**src/rtl/ps2_frame_receiver.sv**
```systemverilog
// ps2_frame_receiver
//   Receives PS/2 device-to-host frames from the raw pins, sampled in the CLOCK_50
//   domain. The E0 (extended) and F0 (break) prefixes are folded into flags, and
//   the block emits one single-cycle event per completed key code.
//
// Ports
//   CLOCK_50    in   system clock; all logic runs on its rising edge
//   resetn      in   asynchronous active-low reset
//   PS2_CLK     in   raw keyboard clock pin (asynchronous)
//   PS2_DAT     in   raw keyboard data pin (asynchronous)
//   code        out  last completed non-prefix scan code; holds between events
//   code_valid  out  one-cycle strobe; code/is_break/is_extended are valid
//   is_break    out  code was preceded by F0
//   is_extended out  code was preceded by E0
//   frame_error out  one-cycle strobe on a rejected or aborted frame
//
// Handshake: code_valid is a pure strobe with no ready/back-pressure. Consumers
// must take code/is_break/is_extended in the cycle code_valid is high.
module ps2_frame_receiver #(
    parameter int FILTER_LEN     = 8,
    parameter int TIMEOUT_CYCLES = 100000
) (
    input  logic       CLOCK_50,
    input  logic       resetn,
    input  logic       PS2_CLK,
    input  logic       PS2_DAT,
    output logic [7:0] code,
    output logic       code_valid,
    output logic       is_break,
    output logic       is_extended,
    output logic       frame_error
);

    localparam int FILT_W = $clog2(FILTER_LEN + 1);
    localparam int TO_W   = $clog2(TIMEOUT_CYCLES + 1);
    localparam logic [FILT_W-1:0] FILT_LAST = FILT_W'(FILTER_LEN - 1);
    localparam logic [TO_W-1:0]   TO_LAST   = TO_W'(TIMEOUT_CYCLES - 1);

    typedef enum logic [1:0] {IDLE, RECV, CHECK} state_e;

    logic              clkMeta, clkSync;
    logic              datMeta, datSync;
    logic [FILT_W-1:0] filtCnt;
    logic              filtClk;
    logic              fall;
    state_e            state;
    logic [10:0]       shiftReg;
    logic [3:0]        bitCnt;
    logic [TO_W-1:0]   toCnt;
    logic              extPend, brkPend;
    logic              frameOk;
    logic [7:0]        rxByte;

    // Two-flop synchronizers. They reset to 1, which is the idle level of the lines.
    always_ff @(posedge CLOCK_50 or negedge resetn) begin
        if (!resetn) begin
            clkMeta <= 1'b1;
            clkSync <= 1'b1;
            datMeta <= 1'b1;
            datSync <= 1'b1;
        end else begin
            clkMeta <= PS2_CLK;
            clkSync <= clkMeta;
            datMeta <= PS2_DAT;
            datSync <= datMeta;
        end
    end

    // Glitch filter. The filtered level follows the synchronized clock only after
    // FILTER_LEN consecutive differing samples. fall is high for one cycle, in the
    // cycle after the filtered level drops from 1 to 0.
    always_ff @(posedge CLOCK_50 or negedge resetn) begin
        if (!resetn) begin
            filtCnt <= '0;
            filtClk <= 1'b1;
            fall    <= 1'b0;
        end else if (clkSync != filtClk) begin
            if (filtCnt == FILT_LAST) begin
                filtClk <= clkSync;
                filtCnt <= '0;
                fall    <= filtClk;
            end else begin
                filtCnt <= filtCnt + 1'b1;
                fall    <= 1'b0;
            end
        end else begin
            filtCnt <= '0;
            fall    <= 1'b0;
        end
    end

    // Bits are shifted in at the MSB end, so after 11 falls the register reads
    // {stop, parity, data[7:0], start}.
    assign rxByte  = shiftReg[8:1];
    assign frameOk = ~shiftReg[0] & shiftReg[10] & (^shiftReg[9:1]);

    always_ff @(posedge CLOCK_50 or negedge resetn) begin
        if (!resetn) begin
            state       <= IDLE;
            shiftReg    <= '0;
            bitCnt      <= '0;
            toCnt       <= '0;
            extPend     <= 1'b0;
            brkPend     <= 1'b0;
            code        <= 8'h00;
            code_valid  <= 1'b0;
            is_break    <= 1'b0;
            is_extended <= 1'b0;
            frame_error <= 1'b0;
        end else begin
            code_valid  <= 1'b0;
            frame_error <= 1'b0;
            case (state)
                IDLE: begin
                    toCnt <= '0;
                    if (fall) begin
                        shiftReg <= {datSync, shiftReg[10:1]};
                        bitCnt   <= 4'd1;
                        state    <= RECV;
                    end
                end
                RECV: begin
                    if (fall) begin
                        shiftReg <= {datSync, shiftReg[10:1]};
                        bitCnt   <= bitCnt + 4'd1;
                        toCnt    <= '0;
                        if (bitCnt == 4'd10) state <= CHECK;
                    end else if (toCnt == TO_LAST) begin
                        // The keyboard stalled mid-frame. Drop the frame and any
                        // prefix it may belong to.
                        frame_error <= 1'b1;
                        extPend     <= 1'b0;
                        brkPend     <= 1'b0;
                        state       <= IDLE;
                    end else begin
                        toCnt <= toCnt + 1'b1;
                    end
                end
                CHECK: begin
                    state <= IDLE;
                    if (!frameOk) begin
                        frame_error <= 1'b1;
                        extPend     <= 1'b0;
                        brkPend     <= 1'b0;
                    end else if (rxByte == 8'hE0) begin
                        extPend <= 1'b1;
                    end else if (rxByte == 8'hF0) begin
                        brkPend <= 1'b1;
                    end else begin
                        code        <= rxByte;
                        is_break    <= brkPend;
                        is_extended <= extPend;
                        code_valid  <= 1'b1;
                        extPend     <= 1'b0;
                        brkPend     <= 1'b0;
                    end
                end
                default: state <= IDLE;
            endcase
        end
    end

endmodule

```
**config.mk**
```make
export PLATFORM = sky130hd
export DESIGN_NAME = ps2_frame_receiver
export DESIGN_NICKNAME = d
export VERILOG_FILES = /design/src/rtl/ps2_frame_receiver.sv
export SDC_FILE = /design/constraint.sdc
export NUM_CORES = 1
export LEC_CHECK = 0
export CAP_MARGIN = 15
export CELL_PAD_IN_SITES_DETAIL_PLACEMENT = 1
export CELL_PAD_IN_SITES_GLOBAL_PLACEMENT = 1
export CORE_MARGIN = 10
export CORE_UTILIZATION = 51
export DETAILED_ROUTE_END_ITERATION = 7
export PLACE_DENSITY_LB_ADDON = 0.15
export SETUP_SLACK_MARGIN = 0.15
export SLEW_MARGIN = 20
export SYNTH_ARGS = -nofsm -noshare
export SYNTH_HDL_FRONTEND = slang
export SYNTH_SLANG_ARGS = --single-unit
```
**constraint.sdc**
```tcl
create_clock -name CLOCK_50 -period 4.7 [get_ports CLOCK_50]
set_input_delay 0.94 -clock CLOCK_50 [delete_from_list [all_inputs] [get_ports CLOCK_50]]
set_output_delay 0.94 -clock CLOCK_50 [all_outputs]
set_load 0.005 [all_outputs]
```
### Word level (Yosys, flattened, before mapping)

Cells that the tools add are included.

* equal/unequal tests: 17
* reduce and logical (&&, ||, !) cells: 13
* bitwise operators: 5
* $add $sub $neg: 3
* mux-type cells: 33

Operators with widths (number)
* two-way mux 17 bit: 2
* case mux 17 bit (2 select lines): 1
* adder 17 x 1 -> 17 bit, second input constant: 1
* equality test 17 bit, second input constant: 1
* two-way mux 1 bit: 17
* equality test 8 bit, second input constant: 2
* two-way mux 4 bit: 4
* != test 3 bit, second input constant: 4
* AND reduction 4 bit: 3
* XOR reduction 9 bit: 1
* adder 4 x 1 -> 4 bit, second input constant: 2
* two-way mux 2 bit: 4
* != test 2 bit, second input constant: 4
* case mux 4 bit (2 select lines): 1
* case mux 1 bit (2 select lines): 3
* AND reduction 2 bit: 3
* AND reduction 3 bit: 2
* equality test 4 x 3 -> 1 bit, second input constant: 1
* equality test 4 bit, second input constant: 1
* != test 4 bit, second input constant: 1
* case mux 2 bit (2 select lines): 1
* nonzero test 2 bit: 2
* NOT 1 bit: 3
* AND 1 bit: 2
* other kinds (5): 5

* output and inout bits: 12
* input port bits: 4
* word-level logic and storage cells: 89
* register bits: 58

### Depth between registers and ports, before layout

Gate-level depths: netlist (run 1).

* word-level depth: 5
* mapped depth: 8
* mapped depth without buffers: 7

### Least setup slack after synthesis (run 1)

Ideal clock, no wire load.

* path type: reg2reg
* start: register shiftReg[5]
* end: register code[1]
* arrival time: 1.881 ns
* path slack: 2.693 ns
* cell stages (with the launch flop): 9
* library setup time: 0.125 ns
* period minus slack after synthesis: 2.007 ns
* cells stage by stage: dfrtp_1 inv_1 ha_1 xnor3_1 xnor2_1 nor2_1 nand2_1 buf_6 mux2_4

* cells in the longest elaborated chain, start to end: 3
* elaborated cells between the ends (all ways): 7

Ends and longest elaborated chain
* from (decl): RTL line 47 `logic [10:0] shiftReg;`
* from (signal assigned): RTL line 117 `shiftReg <= {datSync, shiftReg[10:1]};`
* from (signal assigned): RTL line 124 `shiftReg <= {datSync, shiftReg[10:1]};`
* XOR reduction 9 bit, or another cell as far along: RTL line 95 `assign frameOk = ~shiftReg[0] & shiftReg[10] & (^shiftReg[9:1]);`
* AND 1 bit or NOT 1 bit (tied branches)
* AND reduction 4 bit (no line) (*)
* to (signal assigned): RTL line 150 `code <= rxByte;`
* to (decl): RTL line 27 `output logic [7:0] code,`

Mark *: on every way between the ends. The rest lies on a longest branch, timed or not.
A chain may end at the register's enable or synchronous reset.

### Final worst setup path (run 1)

* start: register state[1]
* end: register toCnt[10]

* cells in the longest elaborated chain, start to end: 3
* elaborated cells between the ends (all ways): 6

Ends and longest elaborated chain
* from (decl): RTL line 46 `state_e state;`
* from (signal assigned): RTL line 99 `state <= IDLE;`
* from (signal assigned): RTL line 119 `state <= RECV;`
* from (signal assigned): RTL line 127 `if (bitCnt == 4'd10) state <= CHECK;`
* equality test 2 x 1 -> 1 bit or zero test 2 bit (tied branches): RTL line 113 `case (state)`
* != test 3 bit (no line) or nonzero test 2 bit (tied branches)
* AND reduction 2 bit (no line)
* to (signal assigned): RTL line 136 `toCnt <= toCnt + 1'b1;`
* to (decl): RTL line 49 `logic [TO_W-1:0] toCnt;`

Parallel ways exist; a longest one is shown, timed or not.

==> results_tabular.tex, run 1 <==
\begin{tabular}{lr}
\hline
Metric & Value \\
\hline
\multicolumn{2}{l}{\textbf{Setup path}} \\
\quad Number of cells on the critical path & 7 \\
\quad Capture point of the worst reg-to-reg path & toCnt[10] \\
\quad Setup slack, reg-to-reg & 2120 ps \\
\quad CP top delay family & simple AND/OR/NAND/NOR gates \\
\quad Beginning of the critical path & state[1] \\
\quad Reg-to-reg critical path startpoint & state[1] \\
\quad Worst setup path end & toCnt[10] \\
\quad Worst setup path class & reg -> reg \\
\quad Largest incremental delay on the critical path & roughly 760 ps \\
\quad Max FO, Critical Path & 25 \\
\quad R2R cell count & 7 \\
\quad CP max stage cell & sky130\_fd\_sc\_hd\_\_nor2\_1 \\
\quad Ordered cell list for the critical path & inv\_1 -> ha\_1 -> nor2\_1 -> nor2\_1 -> a41oi\_2 -> o21ai\_1 -> nand2\_1 \\
\quad Endpoint type of the worst setup path & register \\
\quad Most prevalent standard cell on the critical path & sky130\_fd\_sc\_hd\_\_nor2\_1 \\
\quad Startpoint type of the worst setup path & register \\
\quad Crit path buffers/inverters & 1 \\
\quad Required time at the worst-slack endpoint & about 4900 ps \\
\quad Arrival time reported for the critical path endpoint & between 2000 and 3000 ps \\
\multicolumn{2}{l}{\textbf{Logic synthesis}} \\
\quad Post-synth top area cell & sky130\_fd\_sc\_hd\_\_dfrtp\_1 \\
\quad Number of synthesized flops with an enable pin & 0 \\
\quad Register area share after synthesis & 51.32\% \\
\quad Synthesized cell area & approximately 2800 sq um \\
\quad Post-Synthesis Net Count & 274 \\
\quad Ys async rst share & 100.0\% \\
\quad Number of instances in the synthesized netlist & 258 \\
\quad Count of state elements after synthesis & 58 \\
\quad Share of the synthesized area in the top cell type & 46.70\% \\
\quad Cell types with the largest area share after synthesis & sky130\_fd\_sc\_hd\_\_dfrtp\_1, sky130\_fd\_sc\_hd\_\_ha\_1, sky130\_fd\_sc\_hd\_\_mux2\_4 \\
\quad Number of distinct standard cells referenced by the synthesized netlist & 50 \\
\quad Yosys warning count & 0 \\
\quad Most used flip-flop cell after synthesis & sky130\_fd\_sc\_hd\_\_dfrtp\_1 \\
\quad Mean area per synthesized cell & roughly 11 sq um \\
\multicolumn{2}{l}{\textbf{Pwr}} \\
\quad Portion of total power attributed to sequential cells & between 40\% and 50\% \\
\quad Clk network pwr share & 46.7\% \\
\quad Leakage & 1.493 nW \\
\quad Power density over the cells & 338.0 nW/um\^{}2 \\
\quad Internal Dissipation & 0.8674 mW \\
\quad Max IR drop VDD & approximately 0.00023 V \\
\quad Switching part of the total & a little over a fifth \\
\quad Share of power burned in combinational logic & 4.9\% \\
\quad P\_sw & $\sim$0.23 mW \\
\quad Pwr Total & 1.100 mW \\
\multicolumn{2}{l}{\textbf{Clock tree}} \\
\quad Number of buffers inserted during clock tree synthesis & 9 \\
\quad H-Tree Depth & 3 \\
\quad Total of cells resized after clock tree synthesis & 0 \\
\quad TritonCTS sink count & 58 \\
\quad Setup Fix Bufs, Post-CTS & 0 \\
\quad Clock tree from TritonCTS & built \\
\quad Clock Tree Root & sky130\_fd\_sc\_hd\_\_clkbuf\_8 \\
\quad Clock slew at the register clock pins of the worst setup and hold paths & 60 ps \\
\quad CTS Hold Bufs & 0 \\
\quad Maximum buffer depth of the clock tree & 2 \\
\quad Clk\_lat worst skew & 340 ps \\
\multicolumn{2}{l}{\textbf{Route}} \\
\quad Detailed-route wire length per cell & 16.96 microns \\
\quad Vias per Instance & 5.640 \\
\quad Number of vias after detailed routing & 1,991 \\
\quad First DRT Iteration DRCs & 119 \\
\quad Post-Route WL & 5988 microns \\
\quad Post-route ant nets & 0 \\
\quad Router iterations before antenna repair & 4 \\
\quad DRC violations left & 0 \\
\multicolumn{2}{l}{\textbf{Global routing}} \\
\quad GR met3 Demand/Resource & under 10\% \\
\quad Overall track demand over capacity in global routing & between 10\% and 20\% \\
\quad Via count of the first global-routing pass & 2,092 \\
\quad Sum of overflow across all layers after global routing & 0 \\
\quad Grt peak-use layer & met2 \\
\quad Maximum number of pins on one net before global-route repair & 59 \\
\quad GR Layer Usage met2 & 22.88\% \\
\quad Wire length of the first global-routing pass & 10,140 microns \\
\quad Met1 capacity usage during global routing & $\sim$18\% \\
\quad Antenna violations before repair & 0 \\
\multicolumn{2}{l}{\textbf{Cells and area}} \\
\quad Area of combinational cells with multiple inputs & 1286 sq um \\
\quad Count of inserted antenna diode cells & 0 \\
\quad Final-layout fill cell count & 581 \\
\quad Area added between synthesis and finish & 14.58\% \\
\quad Final Util & 59.83\% \\
\quad Post-layout net count & just under 300 \\
\quad Total area of sequential cells & roughly 1500 sq um \\
\quad Final instance area & 3254 sq um \\
\quad Proportion of layout cells with a drive suffix above 1 & 15.30\% \\
\multicolumn{2}{l}{\textbf{Placed design}} \\
\quad Final RePlAce weighted congestion & 0.8225 \\
\quad HPWL after detailed placement & 4178 microns \\
\quad Buffers added on ports & 15 \\
\quad Placed inst area & 3035 sq um \\
\multicolumn{2}{l}{\textbf{Die}} \\
\quad Die Span X & 94.63 microns \\
\quad Site row count & 27 \\
\quad Core Region & 5439 sq um \\
\quad Vertical die dimension & around 95 microns \\
\quad Die footprint & 8954 sq um \\
\quad Initial core utilization & 52.22\% \\
\quad Count of boundary I/O pins & 16 \\
\multicolumn{2}{l}{\textbf{STA}} \\
\quad Count of endpoints failing hold in the final timing report & 0 \\
\quad Setup clock skew after layout & 7.995 ps \\
\quad Crit path time final & 2577 ps \\
\quad Max Fclk & $\sim$0.39 GHz \\
\quad Relative slew slack & 36.27\% \\
\quad Count of final max-slew check failures & 0 \\
\quad Sum Neg Setup Slack & 0 ps \\
\quad Actual slew at the worst max-slew pin & 952.5 ps \\
\quad Tcrit/Tclk final & 54.83\% \\
\quad Final-report setup violation count & 0 \\
\quad Unrepaired setup endpoints after global routing & false \\
\quad Final Hold Slack & 357.9 ps \\
\multicolumn{2}{l}{\textbf{Status}} \\
\quad Outcome & completed \\
\multicolumn{2}{l}{\textbf{Run}} \\
\quad Max-cap violation count & 0 \\
\multicolumn{2}{l}{\textbf{Hold path}} \\
\quad Worst min-delay path category & reg -> reg \\
\quad Number of instances on the worst hold path & 0 \\
\hline
\end{tabular}
[power groups by stage]
| stage | logic, mW | clock network [mW] | registers [mW] |
|---|---|---|---|
| global placement | 0.0537 | 0 | 0.541 |
| floorplan | 0.0360 | 0 | 0.538 |
| global route | 0.0627 | 0.547 | 0.534 |
| detailed placement | 0.0550 | 0 | 0.542 |
| finish | 0.0534 | 0.514 | 0.533 |
| CTS | 0.0554 | 0.523 | 0.533 |
[sequential cells by signal, summed over array words and instances (netlist names)]
signal / count
bitCnt: 4
brkPend: 1
clkMeta: 1
clkSync: 1
code: 8
code_valid: 1
datMeta: 1
datSync: 1
extPend: 1
fall: 1
filtClk: 1
filtCnt: 4
frame_error: 1
is_break: 1
is_extended: 1
shiftReg: 11
state: 2
toCnt: 17
[placed cells by master (no fill, tap or decap), drive strengths merged, types with 2 or more instances in the layout]
| cell | n |
|---|---|
| a21oi | 6 |
| a22o | 2 |
| a31oi | 2 |
| a41oi | 2 |
| and2 | 2 |
| and3 | 4 |
| and4 | 2 |
| buf | 3 |
| bufinv | 2 |
| clkbuf | 13 |
| clkdlybuf4s50 | 14 |
| dfrtp | 53 |
| dfstp | 5 |
| ha | 12 |
| inv | 11 |
| mux2 | 17 |
| nand2 | 25 |
| nand2b | 3 |
| nand3 | 10 |
| nand4 | 9 |
| nor2 | 21 |
| nor2b | 2 |
| nor3 | 5 |
| nor3b | 4 |
| nor4 | 3 |
| o21ai | 20 |
| o22ai | 2 |
| or3 | 2 |
| xnor2 | 3 |
| xor2 | 9 |
[synthesized netlist by cell type (2+ instances only)]
cell,n
sky130_fd_sc_hd__or3_1,2
sky130_fd_sc_hd__xor2_1,9
sky130_fd_sc_hd__ha_1,12
sky130_fd_sc_hd__mux2_4,9
sky130_fd_sc_hd__nand4_2,2
sky130_fd_sc_hd__nor3_1,5
sky130_fd_sc_hd__nor2_1,21
sky130_fd_sc_hd__nand4_1,7
sky130_fd_sc_hd__and2_1,2
sky130_fd_sc_hd__a22o_1,2
sky130_fd_sc_hd__a21oi_1,6
sky130_fd_sc_hd__xnor2_1,3
sky130_fd_sc_hd__dfstp_2,5
sky130_fd_sc_hd__o21ai_0,19
sky130_fd_sc_hd__nand2_1,25
sky130_fd_sc_hd__buf_6,2
sky130_fd_sc_hd__nor4_1,2
sky130_fd_sc_hd__and4_1,2
sky130_fd_sc_hd__buf_2,2
sky130_fd_sc_hd__nor2b_1,2
sky130_fd_sc_hd__nand3_1,10
sky130_fd_sc_hd__inv_1,11
sky130_fd_sc_hd__and3_1,4
sky130_fd_sc_hd__dfrtp_1,53
sky130_fd_sc_hd__a31oi_1,2
sky130_fd_sc_hd__nor3b_1,4
sky130_fd_sc_hd__clkbuf_1,3
sky130_fd_sc_hd__mux2_2,8
sky130_fd_sc_hd__nand2b_1,3
[logic make-up (layout without fill, tap and decap cells)]
logic type	count (synthesis)	in the layout	synth area share [%]
AND/OR/NAND/NOR	96	96	17.93
flip-flops	58	58	51.32
AO/OA/AOI/OAI	41	41	9.296
buffers and inverters	20	43	3.392
multiplexers	18	18	8.282
XOR/XNOR	13	13	4.494
adder cells (fa/ha/maj)	12	12	5.286
[worst reg2reg max path, delay by kind of cell (launching register included)]
family / cells / cell delay [ps]
simple gates: 3 / 1000
flops: 1 / 420
fa+ha+maj: 1 / 740
compound gates: 2 / 230
buf+inv: 1 / 90
[cell type report]
class,count,area share [%]
Timing Repair Buffer,17,4.921
Clock buffer,13,4.883
Tap cell,72,2.768
Sequential cell,58,44.79
Clock inverter,2,1.845
Inverter,11,1.269
Multi-Input combinational cell,180,39.52
[per-layer routing]
metal  wire, microns  vias to the layer above
li1                -                      949
met1            2752                     1002
met2            2884                       29
met3             213                       11
met4             137                        0
met5               0                        -
[through the flow]
step / cells / setup slack, ps
floorplan: 258 / 2693
global placement: 338 / 2196
detailed placement: 338 / 2108
CTS: 353 / 2086
global route: 353 / 1825
finish: 353 / 2123
[how the worst min path moves through the flow]
stage	slack [ps]	end	from
6_report	360	datSync	datMeta
5_1_grt	360	datSync	datMeta
4_1_cts	360	datSync	datMeta
3_5_place_dp	350	clkSync	clkMeta
3_3_place_gp	350	clkSync	clkMeta
2_1_floorplan	350	clkSync	clkMeta
Power figures use the tool's default switching activity.
==> run 2, diff against run 1 <==
--- a/config.mk
+++ b/config.mk
@@ -9,7 +9,7 @@
 export CELL_PAD_IN_SITES_DETAIL_PLACEMENT = 1
 export CELL_PAD_IN_SITES_GLOBAL_PLACEMENT = 1
 export CORE_MARGIN = 10
-export CORE_UTILIZATION = 51
+export CORE_UTILIZATION = 43
 export DETAILED_ROUTE_END_ITERATION = 7
 export PLACE_DENSITY_LB_ADDON = 0.15
 export SETUP_SLACK_MARGIN = 0.15
==> constraint.sdc (replaced) <==
create_clock -name CLOCK_50 -period 2.31 [get_ports CLOCK_50]
set_input_delay 0.462 -clock CLOCK_50 [delete_from_list [all_inputs] [get_ports CLOCK_50]]
set_output_delay 0.462 -clock CLOCK_50 [all_outputs]
set_load 0.005 [all_outputs]
==> run 2 against run 1 <==
Sequential power increased by 100%. Non-clock buffer count grew 16. Clock-buffer cell count down 4. Power up 96%. Critical path depth is 1 higher. Clock power is 84% higher. Design area grew 4.3%. Cell count increased by 6.2%. Clock skew hardly changed. Utilization down 6.7 points.
==> results_tabular.tex, run 2 (same netlist as run 1, synthesis figures left out) <==
\begin{tabular}{lr}
\hline
Metric & Value \\
\hline
\multicolumn{2}{l}{\textbf{Status}} \\
\quad Outcome & completed (unchanged) \\
\multicolumn{2}{l}{\textbf{Clock tree}} \\
\quad TritonCTS sink count & 58 (unchanged) \\
\quad Number of buffers inserted during clock tree synthesis & 9 (unchanged) \\
\quad Clk\_lat worst skew & 340 ps (about the same) \\
\quad H-Tree Depth & 3 (unchanged) \\
\quad CTS Hold Bufs & 0 (unchanged) \\
\quad Clock tree from TritonCTS & built (unchanged) \\
\quad Maximum buffer depth of the clock tree & 2 (unchanged) \\
\quad Clock slew at the register clock pins of the worst setup and hold paths & 70 ps (was 60 ps) \\
\quad Clock Tree Root & sky130\_fd\_sc\_hd\_\_clkbuf\_8 (unchanged) \\
\multicolumn{2}{l}{\textbf{Hold path}} \\
\quad Worst min-delay path category & in -> async (was reg -> reg) \\
\multicolumn{2}{l}{\textbf{STA}} \\
\quad Tcrit/Tclk final & 91.55\% (was 54.83\%) \\
\quad Sum Neg Setup Slack & 0 ps (unchanged) \\
\quad Count of endpoints failing hold in the final timing report & 0 (unchanged) \\
\quad Unrepaired setup endpoints after global routing & true (was false) \\
\quad Final-report setup violation count & 0 (unchanged) \\
\quad Max Fclk & 0.4728 GHz (was 0.3880 GHz) \\
\quad Crit path time final & 2115 ps (was 2577 ps) \\
\quad Final Hold Slack & 95.33 ps (was 357.9 ps) \\
\quad Setup clock skew after layout & 8.117 ps (was 7.995 ps) \\
\quad Relative slew slack & 65.06\% (was 36.27\%) \\
\quad Actual slew at the worst max-slew pin & 524.1 ps (was 952.5 ps) \\
\quad Count of final max-slew check failures & 0 (unchanged) \\
\multicolumn{2}{l}{\textbf{Setup path}} \\
\quad Setup slack, reg-to-reg & 200 ps (was 2120 ps) \\
\quad Arrival time reported for the critical path endpoint & 2340 ps (was 2810 ps) \\
\quad Reg-to-reg critical path startpoint & shiftReg[4] (was state[1]) \\
\quad Worst setup path class & reg -> reg (unchanged) \\
\quad Required time at the worst-slack endpoint & 2540 ps (was 4930 ps) \\
\quad R2R cell count & 8 (was 7) \\
\quad Endpoint type of the worst setup path & register (unchanged) \\
\quad Max FO, Critical Path & 7 (was 25) \\
\quad Capture point of the worst reg-to-reg path & code[0] (was toCnt[10]) \\
\quad Startpoint type of the worst setup path & register (unchanged) \\
\quad Beginning of the critical path & shiftReg[4] (was state[1]) \\
\multicolumn{2}{l}{\textbf{Die}} \\
\quad Vertical die dimension & 101.3 microns (was 94.63 microns) \\
\quad Site row count & 29 (was 27) \\
\quad Count of boundary I/O pins & 16 (unchanged) \\
\quad Initial core utilization & 44.47\% (was 52.22\%) \\
\quad Die Span X & 101.3 microns (was 94.63 microns) \\
\quad Core Region & 6386 sq um (was 5439 sq um) \\
\quad Die footprint & 10,260 sq um (was 8954 sq um) \\
\multicolumn{2}{l}{\textbf{Global routing}} \\
\quad Overall track demand over capacity in global routing & 12.63\% (was 14.54\%) \\
\quad Antenna violations before repair & 0 (unchanged) \\
\quad Via count of the first global-routing pass & 2,117 (was 2,092) \\
\quad Sum of overflow across all layers after global routing & 0 (unchanged) \\
\quad Maximum number of pins on one net before global-route repair & 29 (was 59) \\
\quad Wire length of the first global-routing pass & 10,360 microns (was 10,140 microns) \\
\multicolumn{2}{l}{\textbf{Cells and area}} \\
\quad Max reg flops & 17 (unchanged) \\
\quad Count of inserted antenna diode cells & 0 (unchanged) \\
\quad Most common cell after layout, fill and taps aside & sky130\_fd\_sc\_hd\_\_dfrtp\_1 (unchanged) \\
\quad Top register by number of flip-flops & toCnt (unchanged) \\
\quad Total area of sequential cells & 1458 sq um (unchanged) \\
\quad Largest regs & toCnt: 17 flops, shiftReg: 11 flops, code: 8 flops (unchanged) \\
\quad Area added between synthesis and finish & 19.47\% (was 14.58\%) \\
\quad Post-layout net count & 309 (was 293) \\
\quad Commonest cells after routing, fill and taps aside & sky130\_fd\_sc\_hd\_\_dfrtp\_1, sky130\_fd\_sc\_hd\_\_nand2\_1, sky130\_fd\_sc\_hd\_\_nor2\_1 (unchanged) \\
\quad Proportion of layout cells with a drive suffix above 1 & 21.81\% (was 15.30\%) \\
\quad Final-layout fill cell count & 689 (was 581) \\
\quad Area of combinational cells with multiple inputs & 1299 sq um (was 1286 sq um) \\
\multicolumn{2}{l}{\textbf{Route}} \\
\quad Detailed-route wire length per cell & 16.15 microns (was 16.96 microns) \\
\quad Post-Route WL & 6056 microns (was 5988 microns) \\
\quad Post-route ant nets & 0 (unchanged) \\
\quad First DRT Iteration DRCs & 47 (was 119) \\
\quad Router iterations before antenna repair & 4 (unchanged) \\
\quad DRC violations left & 0 (unchanged) \\
\quad Vias per Instance & 5.381 (was 5.640) \\
\quad Number of vias after detailed routing & 2,018 (was 1,991) \\
\multicolumn{2}{l}{\textbf{Placed design}} \\
\quad HPWL after detailed placement & 4355 microns (was 4178 microns) \\
\quad Buffers added on ports & 15 (unchanged) \\
\quad Final RePlAce weighted congestion & 0.7625 (was 0.8225) \\
\multicolumn{2}{l}{\textbf{Pwr}} \\
\quad Power density over the cells & 634.6 nW/um\^{}2 (was 338.0 nW/um\^{}2) \\
\quad Pwr Total & 2.153 mW (was 1.100 mW) \\
\quad Max IR drop VDD & 0.0006546 V (was 0.0002303 V) \\
\quad Leakage & 1.562 nW (was 1.493 nW) \\
\multicolumn{2}{l}{\textbf{Run}} \\
\quad Max-cap violation count & 0 (unchanged) \\
\hline
\end{tabular}
-- run 2: metrics by stage --
| stage | setup WS [ps] | instances | util, % | instance area (sq um) |
|---|---|---|---|---|
| 2_1_floorplan | 303.4 | 258 | - | 2840 |
| 3_3_place_gp | 231.6 | 357 | 49.47 | 3159 |
| 3_5_place_dp | 170.4 | 357 | 49.47 | 3159 |
| 4_1_cts | 154.2 | 373 | 52.64 | 3362 |
| 5_1_grt | 85.92 | 375 | 53.13 | 3393 |
| 6_report | 195.1 | 375 | 53.13 | 3393 |
-- run 2: worst max-delay path by stage --
stage               to  slack (ps)
6_report       code[0]         200
5_1_grt        code[0]          90
4_1_cts        code[0]         150
3_5_place_dp   code[0]         170
3_3_place_gp   code[0]         230
2_1_floorplan  code[1]         300
-- run 2: layer usage --
layer  vias up  track usage (%)  share of wire (%)
met3         7            5.106                4.0
met5         -                0                  0
met4         0            3.537                1.1
met1      1007            17.04                 51
met2        22            18.21                 44
li1        982                -                  -
-- run 2: layout make-up --
cell class                 count  area share [%]
clock buffer                   9           3.650
tap                           77           2.839
sequential                    58           42.96
timing repair buffer          33           8.739
inverter                      11           1.217
multi-input combinational    180           38.27
clock inverter                 7           2.323
-- run 2: where the power goes --
group | total (mW) | switching [mW] | leakage [nW] | internal (mW)
sequential | 1.08 | 0.0252 | 0.791 | 1.06
clock | 0.947 | 0.443 | 0.0921 | 0.504
combinational | 0.124 | 0.0693 | 0.679 | 0.0544
-- run 2: what timing repair did --
action | 4_1_cts | 5_1_grt
setup buffers | 0 | 2
setup endpoints to repair | 0 | 19
hold endpoints to repair | 0 | 0
gates resized for setup | 0 | 4
-- run 2: critical path, stage by stage (launching register included) --
cell and delay, ps:
sky130_fd_sc_hd__dfrtp_1 370, sky130_fd_sc_hd__inv_1 70, sky130_fd_sc_hd__ha_1 290, sky130_fd_sc_hd__xnor3_1 390, sky130_fd_sc_hd__xnor2_2 250, sky130_fd_sc_hd__nor2_2 60
sky130_fd_sc_hd__nand2_1 100, sky130_fd_sc_hd__buf_6 150, sky130_fd_sc_hd__mux2_2 330
==> run 3, diff against run 2 <==
--- a/config.mk
+++ b/config.mk
@@ -9,8 +9,9 @@
 export CELL_PAD_IN_SITES_DETAIL_PLACEMENT = 1
 export CELL_PAD_IN_SITES_GLOBAL_PLACEMENT = 1
 export CORE_MARGIN = 10
-export CORE_UTILIZATION = 43
+export CORE_UTILIZATION = 45
 export DETAILED_ROUTE_END_ITERATION = 7
+export DONT_BUFFER_PORTS = 1
 export PLACE_DENSITY_LB_ADDON = 0.15
 export SETUP_SLACK_MARGIN = 0.15
 export SLEW_MARGIN = 20
==> run 3 against run 2 <==
Wire length is 6.5% higher. Design area is 3.0% lower. Largest power group unchanged. Register-to-register slack better by 40 ps. Highest routed layer unchanged. Worst setup slack better by 40 ps. Global-route usage is 1.4 points higher. Via count is 0.89% lower. Sequential share of layout area is 1.3 points higher.
==> results_tabular.tex, run 3 (same netlist as run 1, synthesis figures left out) <==
\begin{tabular}{lr}
\hline
Metric & Value \\
\hline
\multicolumn{2}{l}{\textbf{Route}} \\
\quad Vias per Instance & 5.556 (was 5.381) \\
\quad DRC violations left & 0 (unchanged) \\
\quad Post-Route WL & 6451 microns (was 6056 microns) \\
\quad Number of vias after detailed routing & 2,000 (was 2,018) \\
\quad First DRT Iteration DRCs & 32 (was 47) \\
\quad Post-route ant nets & 0 (unchanged) \\
\quad Detailed-route wire length per cell & 17.92 microns (was 16.15 microns) \\
\quad Router iterations before antenna repair & 4 (unchanged) \\
\multicolumn{2}{l}{\textbf{STA}} \\
\quad Actual slew at the worst max-slew pin & 457.9 ps (was 524.1 ps) \\
\quad Final-report setup violation count & 0 (unchanged) \\
\quad Count of final max-slew check failures & 0 (unchanged) \\
\quad Sum Neg Setup Slack & 0 ps (unchanged) \\
\quad Unrepaired setup endpoints after global routing & false (was true) \\
\quad Tcrit/Tclk final & 89.82\% (was 91.55\%) \\
\quad Relative slew slack & 69.47\% (was 65.06\%) \\
\quad Setup clock skew after layout & 7.171 ps (was 8.117 ps) \\
\quad Count of endpoints failing hold in the final timing report & 0 (unchanged) \\
\quad Crit path time final & 2075 ps (was 2115 ps) \\
\quad Max Fclk & 0.4820 GHz (was 0.4728 GHz) \\
\quad Crit path setup slack, layout & 235.2 ps (was 195.1 ps) \\
\multicolumn{2}{l}{\textbf{Global routing}} \\
\quad Maximum number of pins on one net before global-route repair & 59 (was 29) \\
\quad Wire length of the first global-routing pass & 11,250 microns (was 10,360 microns) \\
\quad Sum of overflow across all layers after global routing & 0 (unchanged) \\
\quad Antenna violations before repair & 0 (unchanged) \\
\quad Overall track demand over capacity in global routing & 14.04\% (was 12.63\%) \\
\quad Via count of the first global-routing pass & 2,198 (was 2,117) \\
\multicolumn{2}{l}{\textbf{Setup path}} \\
\quad Worst setup path class & reg -> reg (unchanged) \\
\quad Capture point of the worst reg-to-reg path & code[1] (was code[0]) \\
\quad Reg-to-reg critical path startpoint & shiftReg[3] (was shiftReg[4]) \\
\quad CP max stage cell & sky130\_fd\_sc\_hd\_\_dfrtp\_1 (was sky130\_fd\_sc\_hd\_\_xnor3\_1) \\
\quad R2R cell count & 8 (unchanged) \\
\quad Max FO, Critical Path & 6 (was 7) \\
\quad Setup slack, reg-to-reg & 240 ps (was 200 ps) \\
\quad Startpoint type of the worst setup path & register (unchanged) \\
\quad Beginning of the critical path & shiftReg[3] (was shiftReg[4]) \\
\quad Endpoint type of the worst setup path & register (unchanged) \\
\quad Required time at the worst-slack endpoint & 2530 ps (was 2540 ps) \\
\quad Largest incremental delay on the critical path & 380 ps (was 390 ps) \\
\quad Ordered cell list for the critical path & inv\_1 -> ha\_4 -> xnor3\_1 -> xnor2\_2 -> nor2\_2 -> nand2\_2 -> buf\_6 -> mux2\_4 (was inv\_1 -> ha\_1 -> xnor3\_1 -> xnor2\_2 -> nor2\_2 -> nand2\_1 -> buf\_6 -> mux2\_2) \\
\quad Arrival time reported for the critical path endpoint & 2300 ps (was 2340 ps) \\
\multicolumn{2}{l}{\textbf{Clock tree}} \\
\quad Maximum buffer depth of the clock tree & 2 (unchanged) \\
\quad Clk\_lat worst skew & 340 ps (about the same) \\
\quad H-Tree Depth & 3 (unchanged) \\
\quad Number of buffers inserted during clock tree synthesis & 9 (unchanged) \\
\quad TritonCTS sink count & 58 (unchanged) \\
\quad Clock slew at the register clock pins of the worst setup and hold paths & 70 ps (about the same) \\
\quad Clock Tree Root & sky130\_fd\_sc\_hd\_\_clkbuf\_8 (unchanged) \\
\quad Clock tree from TritonCTS & built (unchanged) \\
\multicolumn{2}{l}{\textbf{Cells and area}} \\
\quad Final Util & 54.63\% (was 53.13\%) \\
\quad Post-layout net count & 296 (was 309) \\
\quad Most common cell after layout, fill and taps aside & sky130\_fd\_sc\_hd\_\_dfrtp\_1 (unchanged) \\
\quad Commonest cells after routing, fill and taps aside & sky130\_fd\_sc\_hd\_\_dfrtp\_1, sky130\_fd\_sc\_hd\_\_nand2\_1, sky130\_fd\_sc\_hd\_\_nor2\_1 (unchanged) \\
\quad Area added between synthesis and finish & 15.90\% (was 19.47\%) \\
\quad Proportion of layout cells with a drive suffix above 1 & 23.16\% (was 21.81\%) \\
\quad Largest regs & toCnt: 17 flops, shiftReg: 11 flops, code: 8 flops (unchanged) \\
\quad Top register by number of flip-flops & toCnt (unchanged) \\
\quad Count of inserted antenna diode cells & 0 (unchanged) \\
\quad Max reg flops & 17 (unchanged) \\
\multicolumn{2}{l}{\textbf{Die}} \\
\quad Count of boundary I/O pins & 16 (unchanged) \\
\quad Initial core utilization & 47.13\% (was 44.47\%) \\
\quad Die Span X & 99.45 microns (was 101.3 microns) \\
\quad Core Region & 6026 sq um (was 6386 sq um) \\
\quad Die footprint & 9889 sq um (was 10,260 sq um) \\
\quad Site row count & 28 (was 29) \\
\quad Vertical die dimension & 99.45 microns (was 101.3 microns) \\
\multicolumn{2}{l}{\textbf{Hold path}} \\
\quad Hold path startpoint & PS2\_DAT \\
\quad Worst min-delay path category & in -> reg (was in -> async) \\
\quad Number of instances on the worst hold path & 0 \\
\quad Endpoint of the worst hold-timing path & datMeta \\
\multicolumn{2}{l}{\textbf{Placed design}} \\
\quad HPWL after detailed placement & 4408 microns (was 4355 microns) \\
\quad Final RePlAce weighted congestion & 0.8079 (was 0.7625) \\
\quad Pre-CTS setup slack & 132.9 ps (was 170.4 ps) \\
\quad Buffers added on ports & 0 (was 15) \\
\multicolumn{2}{l}{\textbf{Status}} \\
\quad Outcome & completed (unchanged) \\
\multicolumn{2}{l}{\textbf{Pwr}} \\
\quad Max IR drop VDD & 0.0003905 V (was 0.0006546 V) \\
\quad Leakage & 1.547 nW (was 1.562 nW) \\
\quad Power density over the cells & 647.8 nW/um\^{}2 (was 634.6 nW/um\^{}2) \\
\multicolumn{2}{l}{\textbf{Run}} \\
\quad Max-cap violation count & 0 (unchanged) \\
\hline
\end{tabular}
## run 3: per-stage QoR
| stage | power (mW) | hold WS [ps] | std cells | cell area (sq um) |
|---|---|---|---|---|
| 2_1_floorplan | 1.169 | 166.4 | 258 | 2840 |
| 3_3_place_gp | 1.189 | 168.5 | 335 | 2974 |
| 3_5_place_dp | 1.193 | 168.6 | 335 | 2974 |
| 4_1_cts | 2.164 | 102.2 | 356 | 3237 |
| 5_1_grt | 2.230 | 99.82 | 360 | 3292 |
| 6_report | 2.133 | 114.9 | 360 | 3292 |
## run 3: area by class of cell
type	count	area, sq um
flip-flops and latches	58	1458
clock buffers	11	141.4
clock inverters	5	53.80
multi-input cells	180	1311
inverters	11	41.29
repair buffers	20	192.7
well taps	75	93.84
fillers	641	2734
## run 3: layer usage
layer  global-route usage [%]  part of all wire [%]
met1                    17.12                    46
met5                        0                     0
met2                    22.65                    48
met4                    6.615                   2.0
met3                    3.599                   4.0
## run 3: worst max-delay path by stage
| stage | cells past startpoint | to |
|---|---|---|
| final | 8 | code[1] |
| after detailed placement | 8 | code[1] |
| after CTS | 8 | code[1] |
| after global routing | 8 | is_extended |
| after global placement | 8 | code[2] |
| after floorplan | 8 | code[1] |
## run 3: where the power goes
part	total, mW	internal, mW	switching (mW)
registers	1.08	1.06	0.0246
logic	0.117	0.0504	0.0666
clock network	0.933	0.524	0.410
## run 3: repair_timing
action	CTS	global route
endpoints found under the hold margin	58	0
buffers inserted	3	4
hold buffers	2	0
endpoints found under the setup margin	9	9
resized for setup	1	6
pin swaps	1	4
## run 3: worst max-delay path: cells and delay by family, from the launching register on
kind,cells,cell delay (ps)
xor gates and xnor gates,2,550
adders and majority gates,1,210
buffers and inverters,2,270
DFF,1,380
muxes,1,290
and+or+nand+nor,2,250
